`config.mk`:
```
export PLATFORM = sky130hd
export DESIGN_NAME = cpu_mem_arbiter
export DESIGN_NICKNAME = d
export VERILOG_FILES = /design/src/rtl/cpu_mem_arbiter.sv
export SDC_FILE = /design/constraint.sdc
export NUM_CORES = 1
export LEC_CHECK = 0
export ABC_AREA = 1
export CELL_PAD_IN_SITES_DETAIL_PLACEMENT = 2
export CELL_PAD_IN_SITES_GLOBAL_PLACEMENT = 2
export CORE_MARGIN = 1
export CORE_UTILIZATION = 10
export DETAILED_ROUTE_END_ITERATION = 16
export PLACE_DENSITY = 0.95
export SLEW_MARGIN = 20
export SYNTH_ARGS = -nofsm -noshare
export SYNTH_HDL_FRONTEND = slang
export SYNTH_SLANG_ARGS = --single-unit
```
`constraint.sdc`:
```
create_clock -name clk -period 3.3 [get_ports clk]
set_input_delay 0.495 -clock clk [delete_from_list [all_inputs] [get_ports clk]]
set_output_delay 0.495 -clock clk [all_outputs]
set_load 0.02 [all_outputs]
```
`src/rtl/cpu_mem_arbiter.sv`:
```
// Two-port (instruction/data) arbiter onto a single fixed-latency memory port.
// Optional build macro MEM_ARB_ROUND_ROBIN_EN switches contention policy from data-first to alternating.
module cpu_mem_arbiter #(
  parameter int MEM_LATENCY = 1
) (
  input  logic        clk,
  input  logic        rst,
  input  logic        i_valid,
  input  logic [31:0] i_addr,
  output logic        i_ready,
  output logic [31:0] i_rdata,
  input  logic        d_valid,
  input  logic [31:0] d_addr,
  input  logic [31:0] d_wdata,
  input  logic [3:0]  d_wstrb,
  output logic        d_ready,
  output logic [31:0] d_rdata,
  output logic        mem_en,
  output logic [31:0] mem_addr,
  output logic [31:0] mem_wdata,
  output logic [3:0]  mem_wstrb,
  input  logic [31:0] mem_rdata
);

  localparam logic [1:0] IDLE   = 2'd0;
  localparam logic [1:0] BUSY_I = 2'd1;
  localparam logic [1:0] BUSY_D = 2'd2;
  localparam logic [3:0] LAT    = 4'(MEM_LATENCY);

  logic [1:0] state;
  logic [3:0] cnt;
  logic       last_grant;  // 1 = data side won the most recent grant
  logic       grant_d;
  logic       done;

  always_comb begin
    grant_d = d_valid;
`ifdef MEM_ARB_ROUND_ROBIN_EN
    if (i_valid && d_valid) grant_d = ~last_grant;
`endif
  end

  assign done = (state != IDLE) && (cnt == LAT);

  always_ff @(posedge clk or posedge rst) begin
    if (rst) begin
      state      <= IDLE;
      cnt        <= 4'd0;
      last_grant <= 1'b0;
    end else begin
      case (state)
        IDLE: begin
          cnt <= 4'd0;
          if (i_valid || d_valid) begin
            state      <= grant_d ? BUSY_D : BUSY_I;
            last_grant <= grant_d;
          end
        end
        BUSY_I, BUSY_D: begin
          if (done) begin
            state <= IDLE;
            cnt   <= 4'd0;
          end else begin
            cnt <= cnt + 4'd1;
          end
        end
        default: begin
          state <= IDLE;
          cnt   <= 4'd0;
        end
      endcase
    end
  end

  // The memory port mirrors the granted requester for the whole access; strobe only on its first cycle.
  always_comb begin
    mem_en    = 1'b0;
    mem_addr  = 32'd0;
    mem_wdata = 32'd0;
    mem_wstrb = 4'd0;
    case (state)
      BUSY_I: begin
        mem_en   = (cnt == 4'd0);
        mem_addr = i_addr;
      end
      BUSY_D: begin
        mem_en    = (cnt == 4'd0);
        mem_addr  = d_addr;
        mem_wdata = d_wdata;
        mem_wstrb = d_wstrb;
      end
      default: ;
    endcase
  end

  assign i_ready = done && (state == BUSY_I);
  assign d_ready = done && (state == BUSY_D);
  assign i_rdata = i_ready ? mem_rdata : 32'd0;
  assign d_rdata = d_ready ? mem_rdata : 32'd0;

  // The grant flag must always name the side currently being served.
  a_grant_tracks_state: assert property (@(posedge clk) disable iff (rst)
    (state == BUSY_D) |-> last_grant);

endmodule

```
* Word-level counts from Yosys, hierarchy flattened *
Index checks and enable logic that the tools add are counted.

cells by class
  add/sub/neg operators = 1
  multiply operators = 0
  div/mod/pow operators = 0
  $lt $le $gt $ge = 0
  equality and inequality tests = 5
  shift operators = 0
  multiplexer cells = 12
  bitwise gates (word level) = 0
  reductions and logical operators = 9

operator list
  cell                 number
  $mux 32              3
  $pmux 32 s2          1
  $mux 4               3
  $mux 2               3
  $add 4x1->4 const B  1
  $eq 4x1->1 const B   1
  $logic_not 4->1      1
  $pmux 2 s2           1
  $logic_and 1x1->1    3
  $eq 2x1->1 const B   1
  $eq 2x2->1 const B   1
  $logic_not 2->1      1
  $ne 2x1->1 const B   1
  $ne 2x2->1 const B   1
  $reduce_and 2->1     1
  $reduce_bool 2->1    1
  $reduce_or 2->1      1
  $logic_or 1x1->1     1
  $mux 1               1

storage, ports and cells
  register bits = 6
  latch bits = 0
  RAM bits = 0
  bits in read-only memories = 0
  output and inout port bits = 135
  logic and storage cells = 29
  memories = 0

* Longest topological paths before layout *
Gate-level depths: netlist (run 1).

  word-level depth = 4
  depth in mapped cells = 9
  depth with buffers taken out = 9

* Least setup slack after synthesis (run 1) *
OpenSTA, ideal clock, no wires.

  kind = reg-to-output
  start = reg state[0]
  end = out mem_addr[15]
  data arrival time = 1.398 ns
  data required time = 2.805 ns
  slack = 1.407 ns
  cell stages (with the launch flop) = 6
  buffers on the path = 1
  path through = dfrtp_1 > inv_1 > ha_1 > clkinv_1 > clkbuf_1 > a21oi_1

on the way
  longest elaborated chain between the ends = 2

RTL lines
  item                                      RTL line  source
  from (decl)                               30        logic [1:0] state;
  from (signal assigned)                    55        state <= grant_d ? BUSY_D : BUSY_I;
  $eq 2x2->1 or $eq 2x1->1 (tied branches)  81        case (state)
  $pmux 32 s2 *                             81
  to (decl)                                 19        output logic [31:0] mem_addr,

Mark *: on every way between the ends. The rest lies on a longest branch, timed or not.

* Worst setup path in the final report (run 1) *
  start = reg state[1]
  end = out i_rdata[19]

on the way
  longest elaborated chain between the ends = 4

RTL lines
  item                 RTL line  source
  $reduce_bool 2->1    43        assign done = (state != IDLE) && (cnt == LAT);
  $logic_and 1x1->1    43
  $logic_and 1x1->1 *  96        assign i_ready = done && (state == BUSY_I);
  $mux 32 *            98        assign i_rdata = i_ready ? mem_rdata : 32'd0;
  to (decl)            11        output logic [31:0] i_rdata,

Marked as above.

==> impl_metrics.csv, run 1 <==
group,metric,value,unit
cts,post-cts-setup-buffers,0,
sta,tightest_slew,395,ps
finish,final_cells,801,
yosys,ys_seq_elements,6,
worst_setup_path,arrival,2370,ps
placement,place_congestion,0.726,
sta,final-setup-viol-count,0,
placement,numPortBuffers,270,
grt,use_met3,3.48,%
detailed_routing,drt-initial-drc-count,54,
placement,place.detailed.hpwl,10100,um
detailed_routing,via_count,2978,
cts,cts-root-buf,"clkbuf_16",
floorplanning,core,15300,sq um
floorplanning,io_pins,271,
grt,grt_max_degree,36,
cts,cts_buffers,3,
grt,grt_usage,13.6,%
sta,fin_skew,1.67,ps
sta,setup_tns,0,ps
worst_hold_path,hold_class,"input port to async pin",
yosys,ys_seq_area_share,9.57,%
detailed_routing,postRouteAntennaNets,0,
worst_setup_path,start_kind,"flop",
grt,grt_antenna_before_repair,0,
detailed_routing,routed_wl,11500,um
floorplanning,die_w,127,um
detailed_routing,drc,0,
floorplanning,start_util,10.3,%
finish,areaGrowthSynthToFinish,188,%
worst_setup_path,critPathKind,"flop to primary output",
finish,drive_above_1_share,2.37,%
power,p_per_area,449,nW/um^2
finish,final_common_cell,"clkdlybuf4s50_1",
cts,cts_buffer_depth,2,
yosys,yosys-top-cells-area,"nand2_1 26%, inv_1 18%, nor2_1 17%",
yosys,yosys.area.top_type,"nand2_1",
placement,pre_cts_slack,623,ps
grt,grtUsageMet2,27.3,%
yosys,syn_inst,334,
cts,tritoncts,"built",
floorplanning,die_y,127,um
yosys,synthDominantCellAreaShare,26.1,%
cts,path_clk_slew,30,ps
power,power_leakage,0.00209,uW
grt,grt_pass1_wl,17100,um
placement,dp_cells,798,
sta,fmax,348,MHz
detailed_routing,first_pass_iters,4,
flow_run,drv_cap,0,
sta,hold_violations,0,
cts,cts.sinks,6,
grt,grt_pass1_vias,3081,
grt,gr-max-usage-layer,"met2",
worst_setup_path,startpoint,"state[1]$_DFFE_PP0P_",
worst_setup_path,crit_required,2800,ps
worst_setup_path,end_kind,"primary output",
floorplanning,row_count,45,
finish,antenna_cells,0,
floorplanning,die-area,16200,sq um
sta,setup_slack,430,ps
detailed_routing,viasPerCell,3.72,
yosys,synth_fp_nets,476,
sta,period_minus_slack,2870,ps
yosys,synth_area_per_cell,4.70,sq um
worst_setup_path,reg2reg_from,"state[0]$_DFFE_PP0P_",
grt,grt-ovfl-total,0,
yosys,synth_warnings,0,
sta,maxSlewViolCount,0,
sta,rsz0062_at_grt,"false",
finish,nFillCells,1828,
worst_setup_path,r2r_cells,8,
cts,hold_buffers,0,
detailed_routing,wire_per_inst,14.4,um
finish,final_net_count,734,
sta,slew_headroom,73.7,%
yosys,netlist_area,1570,sq um
finish,mostFrequentLayoutCells,"270 x clkdlybuf4s50_1, 109 x nand2_1, 76 x inv_1",
status,outcome,"completed",
cts,clk_latency,230,ps
sta,period_share,87.0,%
cts,cts_resized,0,
grt,met1_usage,13.6,%
yosys,ys_types,18,
power,vdd_drop_max,0.000210,V
worst_setup_path,critical_path.max_fanout,33,
cts,h-tree-depth,1,
[Yosys cell counts]
master,instances
a21oi_1,32
buf_2,11
buf_4,1
buf_6,6
clkbuf_1,3
clkinv_1,1
clkinv_2,1
dfrtp_1,6
ha_1,6
inv_1,76
inv_2,2
nand2_1,109
nand2_4,2
nand3_1,3
nor2_1,72
nor2_2,1
xnor2_1,1
xor2_1,1
[critical path, cell delays in order, from the launching register on]
cell,delay (ps)
dfrtp_1,390
inv_1,80
ha_1,140
buf_4,340
nand2_4,300
nor2_1,210
clkdlybuf4s50_1,650
[state kept, by name (all words and copies together) (netlist names)]
| register | flops |
|---|---|
| cnt | 4 |
| state | 2 |
[worst paths after layout]
| path | end | slack [ps] |
|---|---|---|
| min in group clk | state[0]$_DFFE_PP0P_ | 500 |
| worst max-delay path | i_rdata[19] | 430 |
| worst min-delay path | cnt[3]$_DFF_PP0_ | 500 |
| worst max register to register | state[1]$_DFFE_PP0P_ | 1830 |
| worst min register to register | state[0]$_DFFE_PP0P_ | 500 |
| max in group asynchronous | state[1]$_DFFE_PP0P_ | 2590 |
[area by class of cell]
type,count,area (sq um),share of cell area (%)
timing repair buffer,274,2750,60.8
multi-input combinational,227,978,21.7
clock buffer,3,75.1,1.66
inverter,80,302,6.68
tap,211,264,5.85
sequential,6,150,3.33
[report_power, final]
group	internal (uW)	switching, uW
clock	156	42.7
combinational	741	976
sequential	92.5	17.5
[through the flow]
| stage | area (sq um) | power, uW | hold WS, ps | util (%) |
|---|---|---|---|---|
| final | 4510 | 2030 | 499 | 29.6 |
| after global routing | 4510 | 2190 | 533 | 29.6 |
| after CTS | 4510 | 2080 | 506 | 29.6 |
| after detailed placement | 4440 | 1860 | 500 | 29.1 |
| after global placement | 4440 | 1810 | 492 | 29.1 |
| after floorplan | 1570 | 986 | 286 | - |
[routing by layer]
metal  up-vias  wire [um]
met4         0        212
met3        16        951
met2       151       6280
met1      1359       4100
li1       1452          -
met5         -          0
[cell families (layout without fill, tap and decap cells)]
group                    after synthesis  after routing  synth area share (%)
XOR/XNOR                               2              2                  1.12
flip-flops                             6              6                  9.57
buffers and inverters                101            357                  28.2
AO/OA/AOI/OAI                         32             32                  10.2
adder cells (fa/ha/maj)                6              6                  4.78
AND/OR/NAND/NOR                      187            187                  46.1
Power figures use the tool's default switching activity.
==> inputs of run 2 (changes only) <==
--- a/config.mk
+++ b/config.mk
@@ -10,6 +10,7 @@
 export CELL_PAD_IN_SITES_GLOBAL_PLACEMENT = 2
 export CORE_MARGIN = 1
 export CORE_UTILIZATION = 10
+export CTS_CLUSTER_DIAMETER = 100
 export DETAILED_ROUTE_END_ITERATION = 16
 export PLACE_DENSITY = 0.95
 export SLEW_MARGIN = 20
==> constraint.sdc (replaced) <==
create_clock -name clk -period 3.15 [get_ports clk]
set_input_delay 0.4725 -clock clk [delete_from_list [all_inputs] [get_ports clk]]
set_output_delay 0.4725 -clock clk [all_outputs]
set_load 0.02 [all_outputs]
==> run 2 against run 1 <==
Effect of this change:
- via count increased by 0.24%
- worst setup slack got worse by 53 ps
- sequential cell count unchanged
- register-to-register slack got worse by 160 ps
- critical path type unchanged
- largest cell class unchanged
- largest power group unchanged
- highest routed layer unchanged
==> impl_metrics.csv, run 2 (same netlist as run 1, synthesis figures left out) <==
group,metric,value,unit
sta,final-setup-viol-count,0,
floorplanning,start_util,10.3,%
sta,maxSlewViolCount,0,
detailed_routing,routed_wl,11000,um
detailed_routing,viasPerCell,3.72,
sta,setup_slack,377,ps
power,p_per_area,466,nW/um^2
finish,drive_above_1_share,2.70,%
sta,tightest_slew,388,ps
floorplanning,core,15300,sq um
sta,fmax,361,MHz
worst_setup_path,critical_path.max_fanout,33,
finish,mostFrequentLayoutCells,"270 x clkdlybuf4s50_1, 109 x nand2_1, 76 x inv_1",
worst_setup_path,end_kind,"primary output",
cts,hold_buffers,0,
cts,cts_resized,0,
cts,h-tree-depth,1,
worst_setup_path,crit_path_top_delay_cell,"clkdlybuf4s50_1",
worst_setup_path,crit_family,"buffers and inverters",
worst_setup_path,start_kind,"flop",
grt,grt_pass1_vias,3191,
detailed_routing,postRouteAntennaNets,0,
finish,final_net_count,736,
worst_hold_path,hold_class,"input port to async pin",
placement,place.detailed.hpwl,9680,um
flow_run,drv_cap,0,
finish,antenna_cells,0,
detailed_routing,wire_per_inst,13.7,um
worst_setup_path,cpMostUsedCell,"nor2_1",
placement,numPortBuffers,270,
grt,grt-ovfl-total,0,
power,power_leakage,0.00210,uW
cts,cts_buffers,3,
power,vdd_drop_max,0.000194,V
finish,nFillCells,1838,
cts,clk_latency,230,ps
worst_setup_path,crit_path_max_incr_delay,650,ps
floorplanning,io_pins,271,
finish,regMostFlops,"cnt",
sta,fin_skew,1.18,ps
grt,grt_max_degree,49,
cts,tritoncts,"built",
worst_setup_path,crit_required,2680,ps
cts,cts.sinks,6,
floorplanning,die_w,127,um
floorplanning,die-area,16200,sq um
finish,final_common_cell,"clkdlybuf4s50_1",
cts,cts-root-buf,"clkbuf_16",
finish,areaGrowthSynthToFinish,189,%
detailed_routing,drt-initial-drc-count,39,
placement,place_congestion,0.707,
cts,path_clk_slew,30,ps
detailed_routing,via_count,2985,
finish,largest_reg_flops,4,
floorplanning,die_y,127,um
sta,period_share,88.0,%
floorplanning,row_count,45,
worst_setup_path,arrival,2300,ps
detailed_routing,first_pass_iters,2,
worst_setup_path,path_cells,"inv_1 > ha_1 > nor2_1 > nand2_1 > clkinv_2 > nand2_4 > nor2_1 > clkdlybuf4s50_1",
finish,top_regs,"cnt (4), state (2)",
sta,slew_headroom,74.1,%
grt,grt_pass1_wl,16500,um
worst_setup_path,critPathKind,"flop to primary output",
detailed_routing,drc,0,
sta,hold_violations,0,
sta,rsz0062_at_grt,"false",
cts,cts_buffer_depth,2,
grt,grt_antenna_before_repair,0,
sta,setup_tns,0,ps
grt,grt_usage,13.0,%
cts,post-cts-setup-buffers,0,
worst_setup_path,path_buf_inv,3,
sta,period_minus_slack,2770,ps
placement,pre_cts_slack,544,ps
status,outcome,"completed",
==> run 2: cell count changes in the layout (fill, tap and decap cells not counted) <==
cell and change:
buf_4 +2
==> run 2: power by group <==
| part | internal [uW] | leakage, uW | switching (uW) | total, uW |
|---|---|---|---|---|
| combinational | 782 | 0.00198 | 1010 | 1790 |
| clock | 163 | 0.0000370 | 41.3 | 204 |
| sequential | 96.9 | 0.0000803 | 18.1 | 115 |
| total | 1040 | 0.00210 | 1070 | 2110 |
==> run 2: path summary, 6_finish.rpt <==
kind | cells past startpoint | to | slack [ps] | from
setup / recovery | 8 | d_rdata[0] | 380 | state[0]$_DFFE_PP0P_
hold / removal | 2 | cnt[2]$_DFF_PP0_ | 460 | rst
setup reg to reg | 8 | state[0]$_DFFE_PP0P_ | 1670 | state[0]$_DFFE_PP0P_
hold reg to reg | 2 | state[1]$_DFFE_PP0P_ | 510 | state[1]$_DFFE_PP0P_
max in group asynchronous | 2 | state[0]$_DFFE_PP0P_ | 2490 | rst
min in group clk | 2 | state[1]$_DFFE_PP0P_ | 510 | state[1]$_DFFE_PP0P_
==> run 2: layout make-up <==
cell class / instances / area, sq um / area share, %
flip-flops and latches: 6 / 150 / 3.31
clock buffers: 3 / 75.1 / 1.66
repair buffers: 276 / 2760 / 60.9
inverters: 80 / 302 / 6.66
multi-input cells: 227 / 978 / 21.6
well taps: 211 / 264 / 5.83
==> run 2: per-layer routing <==
metal / vias to the layer above / part of all wire (%) / global-route usage (%)
met5: - / 0 / 0
met4: 0 / 1.1 / 2.10
met3: 13 / 7.3 / 3.22
met2: 144 / 57 / 27.9
met1: 1371 / 35 / 12.3
li1: 1457 / - / -
==> run 2: worst register-to-register path: cells and delay by family, from the launching register on <==
kind / cells / cell delay (ps)
adder cells (fa/ha/maj): 1 / 250
AND/OR/NAND/NOR: 6 / 680
flip-flops: 1 / 360
buffers and inverters: 1 / 80
==> run 2: per-stage QoR <==
step	instances	utilization [%]	power [uW]	instance area, sq um	hold slack [ps]
after floorplan	334	-	1030	1570	263
after global placement	800	29.2	1910	4450	499
after detailed placement	800	29.2	1940	4450	503
after CTS	803	29.7	2160	4530	475
after global routing	803	29.7	2280	4530	492
final	803	29.7	2110	4530	465
==> inputs of run 3 (changes only) <==
--- a/config.mk
+++ b/config.mk
@@ -13,6 +13,7 @@
 export CTS_CLUSTER_DIAMETER = 100
 export DETAILED_ROUTE_END_ITERATION = 16
 export PLACE_DENSITY = 0.95
+export SETUP_SLACK_MARGIN = 0.3
 export SLEW_MARGIN = 20
 export SYNTH_ARGS = -nofsm -noshare
 export SYNTH_HDL_FRONTEND = slang
==> run 3 against run 2 <==
Effect of this change:
- core utilization is essentially flat
- worst hold slack unchanged
- register-to-register slack about the same
- sequential cell count is the same
- first-iteration DRC count shrank 10%
- largest power group unchanged
- critical path depth is the same
==> impl_metrics.csv, run 3 (same netlist as run 1, synthesis figures left out) <==
group,metric,value,unit
status,outcome,"completed",
cts,hold_buffers,0,
worst_setup_path,critPathKind,"flop to primary output",
floorplanning,die-area,16200,sq um
power,power_leakage,0.00212,uW
sta,slew_headroom,74.1,%
sta,fin_skew,1.18,ps
worst_setup_path,cpMostUsedCell,"nor2_1",
detailed_routing,routed_wl,11000,um
worst_setup_path,start_kind,"flop",
detailed_routing,via_count,2982,
placement,numPortBuffers,270,
worst_setup_path,path_cells,"inv_1 > ha_1 > nor2_1 > nand2_1 > clkinv_2 > nand2_4 > nor2_1 > clkdlybuf4s50_1",
worst_setup_path,critical_path.max_fanout,33,
flow_run,drv_cap,0,
worst_setup_path,path_buf_inv,3,
finish,regMostFlops,"cnt",
grt,grt_pass1_wl,16500,um
power,vdd_drop_max,0.000194,V
worst_setup_path,end_kind,"primary output",
worst_setup_path,crit_required,2680,ps
finish,final_net_count,736,
sta,rsz0062_at_grt,"true",
detailed_routing,postRouteAntennaNets,0,
worst_setup_path,crit_path_top_delay_cell,"clkdlybuf4s50_1",
floorplanning,die_w,127,um
grt,grt_antenna_before_repair,0,
grt,grt_pass1_vias,3191,
power,p_per_area,465,nW/um^2
worst_setup_path,crit_path_max_incr_delay,630,ps
sta,fmax,361,MHz
floorplanning,die_y,127,um
power,p_total,2110,uW
detailed_routing,first_pass_iters,2,
cts,cts_buffer_depth,2,
detailed_routing,drt-initial-drc-count,35,
finish,antenna_cells,0,
finish,nFillCells,1838,
cts,post-cts-setup-buffers,0,
worst_setup_path,crit_family,"buffers and inverters",
finish,largest_reg_flops,4,
finish,mostFrequentLayoutCells,"268 x clkdlybuf4s50_1, 109 x nand2_1, 76 x inv_1",
worst_setup_path,arrival,2300,ps
finish,top_regs,"cnt (4), state (2)",
sta,period_minus_slack,2770,ps
floorplanning,core,15300,sq um
floorplanning,row_count,45,
floorplanning,io_pins,271,
sta,maxSlewViolCount,0,
placement,place.detailed.hpwl,9680,um
sta,tightest_slew,388,ps
detailed_routing,wire_per_inst,13.7,um
sta,setup_slack,378,ps
cts,cts_buffers,3,
finish,drive_above_1_share,2.70,%
grt,grt_max_degree,49,
sta,period_share,88.0,%
floorplanning,start_util,10.3,%
cts,h-tree-depth,1,
cts,clk_latency,230,ps
placement,place_congestion,0.707,
detailed_routing,viasPerCell,3.71,
sta,final-setup-viol-count,0,
finish,final_common_cell,"clkdlybuf4s50_1",
cts,cts.sinks,6,
finish,areaGrowthSynthToFinish,189,%
cts,path_clk_slew,30,ps
grt,grt-ovfl-total,0,
detailed_routing,drc,0,
cts,cts-root-buf,"clkbuf_16",
sta,setup_tns,0,ps
placement,pre_cts_slack,544,ps
cts,tritoncts,"built",
worst_hold_path,hold_class,"input port to async pin",
sta,hold_violations,0,
grt,grt_usage,13.0,%
[run 3: through the flow]
step	instance area, sq um	hold slack (ps)	util, %	instances
floorplan	1570	263	-	334
global placement	4450	499	29.2	800
detailed placement	4450	503	29.2	800
CTS	4530	475	29.7	803
global route	4530	492	29.7	803
finish	4530	465	29.7	803
[run 3: worst paths after layout]
| check | startpoint | endpoint | slack, ps | cells after the start |
|---|---|---|---|---|
| worst max-delay path | state[0]$_DFFE_PP0P_ | d_rdata[3] | 380 | 8 |
| worst min-delay path | rst | cnt[2]$_DFF_PP0_ | 460 | 2 |
| worst max register to register | state[0]$_DFFE_PP0P_ | state[0]$_DFFE_PP0P_ | 1670 | 8 |
| worst min register to register | state[1]$_DFFE_PP0P_ | state[1]$_DFFE_PP0P_ | 510 | 2 |
| max in group asynchronous | rst | state[0]$_DFFE_PP0P_ | 2490 | 2 |
| min in group clk | state[1]$_DFFE_PP0P_ | state[1]$_DFFE_PP0P_ | 510 | 2 |
[run 3: timing repair]
action	CTS	global route
hold endpoints to repair	0	0
endpoints found under the setup margin	1	50
gates resized for setup	1	1
[run 3: cell type report]
cell class	count	area, sq um	area share (%)
sequential	6	150	3.31
clock buffer	3	75.1	1.66
timing repair buffer	276	2760	60.9
multi-input combinational	227	978	21.6
inverter	80	302	6.66
tap	211	264	5.83
[run 3: worst register-to-register path, stage by stage (launching register included)]
cell,delay (ps)
dfrtp_1,360
inv_1,80
ha_1,250
nor2_1,130
nand2_1,100
nand2_1,210
nand2_1,110
nand2_1,80
nand2_1,50
[run 3: routing by layer]
layer | up-vias | GRT usage, % | wire length, um
met2 | 144 | 27.9 | 6220
li1 | 1457 | - | -
met1 | 1368 | 12.3 | 3850
met5 | - | 0 | 0
met3 | 13 | 3.22 | 798
met4 | 0 | 2.10 | 125
[run 3: where the power goes]
group	internal [uW]	switching [uW]	total, uW	leakage (uW)
logic	782	1010	1790	0.00201
registers	96.9	18.1	115	0.0000803
clock network	163	41.3	204	0.0000370
total	1040	1070	2110	0.00212
==> patch 1, RTL diff (config.mk and constraints of run 2) <==
Add a define of `MEM_ARB_ROUND_ROBIN_EN`.
--- a/src/rtl/cpu_mem_arbiter.sv
+++ b/src/rtl/cpu_mem_arbiter.sv
@@ -1,5 +1,7 @@
 // Two-port (instruction/data) arbiter onto a single fixed-latency memory port.
 // Optional build macro MEM_ARB_ROUND_ROBIN_EN switches contention policy from data-first to alternating.
+`define MEM_ARB_ROUND_ROBIN_EN
+
 module cpu_mem_arbiter #(
   parameter int MEM_LATENCY = 1
 ) (
Function: changed (a bounded check fails within 10 cycles, from zero or initial values and one cycle with rst high).
==> patch 1 against run 2 <==
- wire length increased by 4.9%
- setup slack worse by 0.065 ns
- total power is 0.48% higher
- core utilization is 0.77 points lower
- synthesized area rose by 3.4%
- cell area up 1.4%
- sequential cell count up 1
- register-to-register slack better by 0.03 ns
- critical endpoint is now d_rdata[28]
- largest power group unchanged
==> patch 1: results (changes against run 2) <==
metric,value,unit,change
outcome,finished clean,,unchanged
Synth area leaders,"nand2_1, inv_1, nor2_1, dfrtp_1, a21oi_1",,"was nand2_1, inv_1, nor2_1, a21oi_1, dfrtp_1"
Layout Nets,743,,was 736
Via Count,3019,,was 2985
Inst Count DP,812,,was 800
first-pass detailed-route iteration total,4,,was 2
GR Util All Layers,0.1277,,was 0.1302
worst r2r src,state[0],,unchanged
Post-DP HPWL,10110,µm,was 9683 µm
syn nets,483,,was 476
Least-Margin Pin Slew,0.4449,ns,was 0.3879 ns
final wirelength,11540,µm,was 11000 µm
Detailed Route Iter0 Violations,44,,was 39
post-synthesis sequential area ratio,0.1079,,was 0.09569
Cell variety after synth,19,,was 18
Peak VDD IR,0.0002826,V,was 0.0001936 V
share of cells above drive strength 1,0.02667,,was 0.02703
Top Registers,"cnt (4), state (2), last_grant (1)",,"was cnt (4), state (2)"
per-cell routed wire length,14.14,µm,was 13.69 µm
Mapped Cells,341,,was 334
first-pass GRT wire length,16290,µm,was 16540 µm
Post-CTS Setup Inserts,0,,unchanged
CTS HTree Levels,1,,unchanged
GPL Wtd Cong,0.6886,,was 0.7073
Setup Skew,0.002141,ns,was 0.001178 ns
leakage power total,2.139,nW,was 2.101 nW
Post-synth top cells,"nand2_1, inv_1, nor2_1, a21oi_1, buf_2",,unchanged
vias in the first global route,3121,,was 3191
CP Data Arrival Time,2.37,ns,was 2.30 ns
==> patch 1: cell types whose count changed after synthesis, sizes merged <==
cell | run 2 | this run
nand3 | 3 | 4
inv | 78 | 81
a21oi | 32 | 33
dfrtp | 6 | 7
nor2 | 73 | 72
nand2 | 111 | 112
o21bai | 0 | 1
==> patch 1: where the power goes <==
part           total [mW]  internal (mW)  switching (mW)
Clock               0.215          0.168          0.0471
Combinational        1.76          0.766           0.992
Sequential          0.146          0.121          0.0252
Total                2.12           1.06            1.06
==> patch 1: kinds of logic (layout without fill, tap and decap cells) <==
family          Yosys count  after routing  synth area share
compound gates           34             34            0.1064
xor+xnor                  2              2           0.01080
fa+ha+maj                 6              6           0.04626
buf+inv                 104            363            0.2799
flops                     7              7            0.1079
simple gates            188            188            0.4487
==> patch 1: path summary, 6_finish.rpt <==
check	endpoint	slack, ns	depth (start not counted)
setup / recovery	d_rdata[28]	0.31	5
hold / removal	cnt[2]	0.49	2
setup reg to reg	state[1]	1.70	8
hold reg to reg	state[1]	0.52	2
max in group asynchronous	state[0]	2.43	2
min in group clk	state[1]	0.52	2
==> patch 1: per-layer routing <==
layer	GRT usage	vias up	wire, µm
met2	0.2672	147	6385
met1	0.1221	1390	3992
met5	0	-	0
met3	0.03509	5	1093
met4	0.02284	0	70
li1	-	1477	-
==> patch 1: cell type report <==
cell class	instances	area, µm²
multi-input combinational	230	996.0
sequential	7	175.2
timing repair buffer	276	2760
clock buffer	4	78.83
tap	216	270.3
inverter	83	312.8
fill	1929	11290
==> patch 1: critical path, cell delays in order, from the launching register on <==
cell and delay [ns]:
dfrtp_1 0.39, inv_1 0.09, ha_2 0.47, nand2_4 0.31
nor2_1 0.22, clkdlybuf4s50_1 0.64
==> patch 1: metrics by stage <==
step / hold WS, ns / worst slack [ns] / instance area, µm²
after floorplan: 0.2759 / 1.280 / 1623
final: 0.4902 / 0.3120 / 4593
after CTS: 0.5061 / 0.2540 / 4593
after detailed placement: 0.5160 / 0.5002 / 4514
after global placement: 0.4889 / 0.6023 / 4514
after global routing: 0.5275 / 0.1102 / 4593
==> patch 2, RTL diff (flow settings as in run 2) <==
Without the edit above. Reset style: synchronous (`rst`), changed in one clocked block.
--- a/src/rtl/cpu_mem_arbiter.sv
+++ b/src/rtl/cpu_mem_arbiter.sv
@@ -42,7 +42,7 @@
 
   assign done = (state != IDLE) && (cnt == LAT);
 
-  always_ff @(posedge clk or posedge rst) begin
+  always_ff @(posedge clk) begin
     if (rst) begin
       state      <= IDLE;
       cnt        <= 4'd0;
Behaviour: differs if rst is asserted again (counterexample within 4 cycles, from zero or initial values and one cycle with rst high); with rst held inactive, the same outputs for 10 cycles.
==> patch 2 against run 2 <==
- wire length is 3.8% lower
- sequential cell count stayed put
- final cell count is 2.9% lower
- register-to-register slack worse by 0.11 ns
- total power is 11% lower
- synthesized area is 1.6% lower
- cell area is 1.0% lower
- combinational power is 12% lower
- critical endpoint is now i_rdata[5]
- setup slack worse by 0.029 ns
- sequential power is 3% lower
==> patch 2: results (changes against run 2) <==
metric,value,unit,change
outcome,finished clean,,unchanged
leakage power total,1.994,nW,was 2.101 nW
Synth area leaders,"nand2_1, inv_1, nor2_1, a21oi_1, dfxtp_1",,"was nand2_1, inv_1, nor2_1, a21oi_1, dfrtp_1"
Detailed Route Iter0 Violations,64,,was 39
Post-synth ARST share,0,,was 1.000
Relative slew margins,0.6158,,was 0.7414
GPL Wtd Cong,0.7182,,was 0.7073
Layout Nets,736,,unchanged
Hold WC Path Type,register to register,,was primary input to asynchronous set/reset pin
clk_lat worst skew,0.23,ns,about the same
syn nets,478,,was 476
worst r2r src,state[0],,unchanged
clk slew on worst S/H paths,0.03,ns,about the same
drt via density,3.837,,was 3.717
Top Registers,"cnt (4), state (2)",,unchanged
port bufs,270,,unchanged
share of cells above drive strength 1,0.02534,,was 0.02703
CTS HTree Levels,1,,unchanged
hold endpoint,cnt[0],,
"setup slack, reg-to-reg",1.56,ns,was 1.67 ns
post-CTS sizing,0,,unchanged
Setup Skew,0.002837,ns,was 0.001178 ns
Cell variety after synth,17,,was 18
Worst Path Max Fanout,32,,was 33
worst r2r dst,state[1],,was state[0]
Diodes inserted,0,,unchanged
post-synthesis sequential area ratio,0.07780,,was 0.09569
Post-DP HPWL,9032,µm,was 9683 µm
hold path depth,1,,
first-pass GRT wire length,15970,µm,was 16540 µm
Post-CTS Setup Inserts,0,,unchanged
TritonCTS Buffers,3,,unchanged
per-cell routed wire length,13.56,µm,was 13.69 µm
Hold Startpoint,cnt[0],,
vias in the first global route,3101,,was 3191
prevailing post-synth register cell,dfxtp_1,,was dfrtp_1
Post-synth top cells,"nand2_1, inv_1, nor2_1, a21oi_1, clkbuf_1",,"was nand2_1, inv_1, nor2_1, a21oi_1, buf_2"
Clock Path Buffers,2,,unchanged
Synthesis Warnings,0,,unchanged
FF-to-FF path depth,6,,was 8
Peak VDD IR,0.0002481,V,was 0.0001936 V
placed cell areas,4407,µm²,was 4454 µm²
first-pass detailed-route iteration total,6,,was 2
max FFs per register,4,,unchanged
largest net degree at the start of global routing,49,,unchanged
GR Util All Layers,0.1269,,was 0.1302
initial antenna violation count,0,,unchanged
root buf cell,clkbuf_16,,unchanged
fill count,1825,,was 1838
patch 2: cell count changes after synthesis, sizes merged:
| cell | change |
|---|---|
| a21oi | +2 |
| dfrtp | -6 |
| nor2 | +1 |
| clkinv | -1 |
| buf | -5 |
| dfxtp | +6 |
| clkbuf | +5 |
| inv | +2 |
| nand2 | -2 |
patch 2: worst max-delay path, cell delays in order, from the launching register on:
cell             delay [ns]
dfxtp_1                0.34
inv_1                  0.09
ha_1                   0.25
nor2_2                 0.13
nand2_2                0.11
nor2_4                 0.12
inv_2                  0.22
nor2_1                 0.16
clkdlybuf4s50_1        0.65
patch 2: worst max path at each step:
stage	start	end	slack (ns)	depth (start not counted)
after floorplan	state[0]	i_rdata[10]	1.17	8
after global placement	state[0]	d_rdata[12]	0.64	8
after detailed placement	state[0]	d_rdata[1]	0.55	8
after CTS	state[0]	d_rdata[1]	0.30	8
after global routing	state[0]	d_rdata[12]	0.16	8
final	state[0]	i_rdata[5]	0.35	8
patch 2: per-stage QoR:
step	cells	total power, mW	setup slack [ns]	utilization	hold WS (ns)
floorplan	336	0.9043	1.173	-	0.4446
global placement	777	1.678	0.6420	0.2910	0.4666
detailed placement	777	1.722	0.5461	0.2910	0.4833
CTS	780	1.937	0.2975	0.2959	0.4940
global route	780	2.038	0.1602	0.2959	0.5111
finish	780	1.885	0.3488	0.2959	0.4819
patch 2: cell families (layout without fill, tap and decap cells):
family | Yosys count | after routing | share of synthesized area
xor+xnor | 2 | 2 | 0.01135
compound gates | 34 | 34 | 0.1102
buf+inv | 102 | 358 | 0.2828
flops | 6 | 6 | 0.07780
simple gates | 186 | 186 | 0.4692
fa+ha+maj | 6 | 6 | 0.04862
patch 2: report_power, final:
group / switching, mW / internal [mW]
sequential: 0.0167 / 0.0946
clock: 0.0437 / 0.163
combinational: 0.896 / 0.671
patch 2: layout make-up:
| type | count | area share |
|---|---|---|
| tap | 188 | 0.05248 |
| multi-input combinational | 228 | 0.2208 |
| sequential | 6 | 0.02680 |
| inverter | 81 | 0.06784 |
| clock buffer | 3 | 0.01675 |
| timing repair buffer | 274 | 0.6153 |
patch 2: routing by layer:
layer | wire, µm | vias to the layer above | GRT usage | part of all wire
met2 | 5582 | 156 | 0.2493 | 0.53
met3 | 953 | 8 | 0.03908 | 0.090
met4 | 118 | 0 | 0.02906 | 0.011
met5 | 0 | - | 0 | 0
li1 | - | 1458 | - | -
met1 | 3921 | 1371 | 0.1291 | 0.37
